===== config.mk =====
export PLATFORM = sky130hd
export DESIGN_NAME = mem_arbiter
export DESIGN_NICKNAME = d
export VERILOG_FILES = /design/src/rtl/mem_arbiter.sv
export SDC_FILE = /design/constraint.sdc
export NUM_CORES = 1
export LEC_CHECK = 0
export CAP_MARGIN = 5
export CORE_AREA = 2 2 59 61
export DETAILED_ROUTE_END_ITERATION = 8
export DIE_AREA = 0 0 61 63
export GPL_TIMING_DRIVEN = 1
export MAX_ROUTING_LAYER = met4
export PLACE_DENSITY = 0.84
export REMOVE_ABC_BUFFERS = 1
export SLEW_MARGIN = 20
export SYNTH_ARGS = -nofsm -noshare
export SYNTH_HDL_FRONTEND = slang
export SYNTH_SLANG_ARGS = --single-unit

===== constraint.sdc =====
create_clock -name clk -period 2.9 [get_ports clk]
set_input_delay 0.58 -clock clk [delete_from_list [all_inputs] [get_ports clk]]
set_output_delay 0.58 -clock clk [all_outputs]
set_load 0.005 [all_outputs]

===== src/rtl/mem_arbiter.sv =====
// mem_arbiter: shares one main-memory port between I-fill, D-fill and write-through stores.
// Define ARB_TIMEOUT_EN to abort fills that stall and raise the sticky arb_err flag.
module mem_arbiter #(
  parameter int LINE_WORDS = 8,
  parameter int CNT_W      = 3,
  parameter int TIMEOUT    = 64
) (
  input  logic             clk,
  input  logic             rst,
  input  logic             i_req,
  input  logic [15:0]      i_addr,
  input  logic             d_req,
  input  logic [15:0]      d_addr,
  input  logic             w_req,
  input  logic [15:0]      w_addr,
  input  logic [15:0]      w_data,
  input  logic             mem_data_valid,
  output logic             i_gnt,
  output logic             d_gnt,
  output logic             w_ack,
  output logic             i_valid,
  output logic             d_valid,
  output logic             mem_en,
  output logic             mem_wr,
  output logic [15:0]      mem_addr,
  output logic [15:0]      mem_wdata,
  output logic [CNT_W-1:0] beat_cnt,
  output logic             arb_err
);

  typedef enum logic [1:0] {S_IDLE, S_FILL_I, S_FILL_D, S_WRITE} state_t;

  state_t           r_state;
  logic [CNT_W-1:0] r_beat;
  logic             r_last_d;
  logic             w_last_beat;
  logic             w_tmo;

  assign w_last_beat = mem_data_valid && (r_beat == CNT_W'(LINE_WORDS - 1));

`ifdef ARB_TIMEOUT_EN
  logic       w_fill;
  logic [6:0] r_idle;
  logic       r_err;

  assign w_fill  = (r_state == S_FILL_I) || (r_state == S_FILL_D);
  // A beat landing on the final idle cycle still counts; only a silent cycle aborts.
  assign w_tmo   = w_fill && !mem_data_valid && (r_idle == 7'(TIMEOUT - 1));
  assign arb_err = r_err;

  always_ff @(posedge clk or negedge rst) begin
    if (!rst) begin
      r_idle <= '0;
      r_err  <= 1'b0;
    end else begin
      if (!w_fill || mem_data_valid || w_tmo)
        r_idle <= '0;
      else
        r_idle <= r_idle + 7'd1;
      if (w_tmo)
        r_err <= 1'b1;
    end
  end
`else
  assign w_tmo   = 1'b0;
  assign arb_err = 1'b0;
`endif

  always_ff @(posedge clk or negedge rst) begin
    if (!rst) begin
      r_state  <= S_IDLE;
      r_beat   <= '0;
      r_last_d <= 1'b1;
    end else begin
      case (r_state)
        S_IDLE: begin
          // Stores win; simultaneous fills alternate away from the last one served.
          if (w_req)
            r_state <= S_WRITE;
          else if (i_req && d_req)
            r_state <= r_last_d ? S_FILL_I : S_FILL_D;
          else if (i_req)
            r_state <= S_FILL_I;
          else if (d_req)
            r_state <= S_FILL_D;
        end
        S_FILL_I, S_FILL_D: begin
          if (w_last_beat || w_tmo) begin
            r_state  <= S_IDLE;
            r_beat   <= '0;
            r_last_d <= (r_state == S_FILL_D);
          end else if (mem_data_valid) begin
            r_beat <= r_beat + CNT_W'(1);
          end
        end
        default: r_state <= S_IDLE;
      endcase
    end
  end

  always_comb begin
    i_gnt     = 1'b0;
    d_gnt     = 1'b0;
    w_ack     = 1'b0;
    i_valid   = 1'b0;
    d_valid   = 1'b0;
    mem_en    = 1'b0;
    mem_wr    = 1'b0;
    mem_addr  = '0;
    mem_wdata = '0;
    case (r_state)
      S_FILL_I: begin
        i_gnt    = 1'b1;
        mem_en   = 1'b1;
        mem_addr = i_addr;
        i_valid  = mem_data_valid;
      end
      S_FILL_D: begin
        d_gnt    = 1'b1;
        mem_en   = 1'b1;
        mem_addr = d_addr;
        d_valid  = mem_data_valid;
      end
      S_WRITE: begin
        w_ack     = 1'b1;
        mem_en    = 1'b1;
        mem_wr    = 1'b1;
        mem_addr  = w_addr;
        mem_wdata = w_data;
      end
      default: ;
    endcase
  end

  assign beat_cnt = r_beat;

endmodule


==> summary.md <==
| Metric | Value |
|---|---|
| Req. time, crit path | `2.32 ns` |
| H-tree levels | `1` |
| Final slew viol count | `0` |
| All-Layer GR Usage | `17.3%` |
| Die Span Y | `~63 um` |
| Worst setup EP type | `output pin` |
| Post-Route Setup TNS | `0 ns` |
| Reg clk slew, reported paths | `around 0.05 ns` |
| Power Internal | `0.799 mW` |
| Unique cell type count in the Yosys netlist | `27` |
| Crit Path Max Fanout | `17` |
| Power Dens Cells | `648 mW/mm2` |
| Leakage | `0.786 nW` |
| Area occupied by multi-input gates | `562 um2` |
| Routed wire length | `3390 um` |
| Root buf cell | `clkbuf_4` |
| CTS buffer count | `3` |
| MaxCap Viol Count | `0` |
| Site Rows | `21` |
| DP Cell Count | `248` |
| # port buffers | `111` |
| Clock power frac | `6.5%` |
| Total Nets Final | `285` |
| Mean cell area of the mapped netlist | `8.29 um2` |
| Final core occ | `60.5%` |
| DR WL/cell | `13.5 um` |
| Initial antenna violation count | `0` |
| Final Hold Vio Count | `0` |
| Sw Share | `37.0%` |
| RSZ-0062 raised after global routing | `false` |
| Total grt overflow | `0` |
| # diodes | `0` |
| Total power | `1.27 mW` |
| Initial Util | `24.9%` |
| Post-synthesis sequential area ratio | `18.8%` |
| Critical Path AT | `2.05 ns` |
| Skew-Pair Late Insertion Delay | `roughly 0.25 ns` |
| Commonest non-fill, non-tap cells in the layout | `clkdlybuf4s50_1, nor2_1, and2_1, a222oi_1, ha_1` |
| Vias per cell | `between 4 and 5` |
| Total iterations of the first detailed-routing run | `5` |
| Clk buf depth | `2` |
| Final-report setup violation count | `0` |
| #FFs+latches synth | `6` |
| Hold-fix buffers, CTS | `0` |
| First-pass GRT wire length | `5010 um` |
| Mapped cell area | `805 um2` |
| CP Launch Type | `register` |
| Hold_ws | `about 0.5 ns` |
| Residual DRC | `0` |
| Fraction of layout cells with a size suffix above 1 | `5.34%` |
| Status | `finished clean` |
| Crit path kind | `register to output pin` |
| Dpl cell area | `0.00193 mm2` |
| Commonest non-fill, non-tap cell in the layout | `clkdlybuf4s50_1` |
| Number of global-route vias before repair | `1074` |
| DRT antenna net count | `0` |
| Number of fill cells | `292` |
| Reg area | `roughly 150 um2` |
| Die area | `0.00384 mm2` |
| Share of power burned in registers | `12.6%` |
| CTS sink count | `6` |
| TritonCTS clock tree | `yes` |
| Min cycle time layout | `between 2 and 3 ns` |
| Starting DRC count in detailed routing | `between 100 and 150` |
| Highest clock rate | `~380 MHz` |
| Area Growth Syn to Fin | `143%` |
| Pre-CTS setup slack | `0.439 ns` |
| Routability cong. | `0.780` |
| Core area | `0.00323 mm2` |
| IO Pins | `113` |
| Min-delay worst type | `register to register` |
| Fin area | `0.00196 mm2` |
| Comb power frac | `between 80% and 90%` |
| Post-CTS Setup Repair Bufs | `0` |
| Yosys warns | `0` |
| Largest net degree at the start of global routing | `18` |
| CTS resizes | `0` |
| Peak supply drop | `0.000493 V` |
| Setup Skew | `between 0.008 and 0.009 ns` |
| P_sw | `0.468 mW` |
| Die width | `61 um` |
| Synthesized instance count | `97` |
| Non-filler cells, final | `252` |
| HPWL Detailed | `about 2900 um` |
| Fin crit share | `90.7%` |
| Setup WS post-layout | `about 0.27 ns` |
| Via count | `1194` |
==> path summary, 6_finish.rpt <==
kind / cells after the start / startpoint / to / slack, ns
worst max-delay path: 6 / r_state[0]$_DFFE_PN0P_ / mem_addr[13] / 0.27
worst min-delay path: 2 / beat_cnt[2]$_DFFE_PN0P_ / beat_cnt[2]$_DFFE_PN0P_ / 0.52
worst max register to register: 5 / r_state[0]$_DFFE_PN0P_ / r_state[1]$_DFFE_PN0P_ / 1.44
worst min register to register: 2 / beat_cnt[2]$_DFFE_PN0P_ / beat_cnt[2]$_DFFE_PN0P_ / 0.52
max in group asynchronous: 1 / rst / r_last_d$_DFFE_PN1P_ / 2.04
min in group asynchronous: 1 / rst / beat_cnt[0]$_DFFE_PN0P_ / 0.57
==> sequential cells by signal, summed over array words and instances (netlist names) <==
name / cells
beat_cnt: 3
r_last_d: 1
r_state: 2
==> cell usage after synthesis <==
master	n	area, um2
ha_1	8	100
and2_2	1	7.51
nor2_1	17	63.8
a21oi_1	1	5.00
nor3_1	1	5.00
clkbuf_1	1	3.75
a21o_1	1	7.51
nand3_1	1	5.00
nor4b_2	1	15.0
nand2b_1	2	12.5
and2_1	17	106
mux2_1	2	22.5
buf_6	1	11.3
mux2i_1	1	10.0
a21boi_1	1	7.51
o21ai_0	1	5.00
buf_2	4	20.0
o32ai_1	1	8.76
a31o_2	1	8.76
buf_8	1	15.0
conb_1	1	3.75
inv_1	5	18.8
a222oi_1	16	160
nand2_1	2	7.51
dfrtp_1	5	125
buf_4	3	22.5
dfstp_2	1	26.3
==> layout make-up <==
| cell class | count | share of cell area [%] |
|---|---|---|
| sequential | 6 | 7.74 |
| timing repair buffer | 115 | 58.3 |
| multi-input combinational | 76 | 28.7 |
| inverter | 5 | 0.959 |
| clock buffer | 4 | 1.34 |
| tap | 46 | 2.94 |
==> cells by family after synthesis <==
family	Yosys count	share of synthesized area (%)
buf+inv	15	11.4
simple gates	42	27.7
other cells	1	0.466
compound gates	22	25.2
fa+ha+maj	8	12.4
mux	3	4.04
flops	6	18.8
==> power groups by stage <==
stage	Sequential [mW]	Combinational (mW)	Clock, mW
after floorplan	0.159	0.453	0
after global placement	0.162	1.02	0
after detailed placement	0.162	1.03	0
after CTS	0.162	1.04	0.0867
after global routing	0.167	1.13	0.0913
final	0.160	1.02	0.0825
==> layer usage <==
| layer | wire length, um | share of wire [%] | GRT usage (%) | vias up |
|---|---|---|---|---|
| li1 | - | - | - | 578 |
| met1 | 1230 | 36 | 17.4 | 533 |
| met2 | 1780 | 52 | 32.1 | 75 |
| met3 | 324 | 9.6 | 2.90 | 8 |
| met4 | 56 | 1.7 | 6.25 | 0 |
| met5 | 0 | 0 | - | - |
==> critical path, stage by stage, from the launching register on <==
cell and delay [ns]:
dfrtp_1 0.38, inv_1 0.11, ha_1 0.23, buf_4 0.20, a222oi_1 0.35, nor2_1 0.08, clkdlybuf4s50_1 0.46
Power figures use the tool's default switching activity.
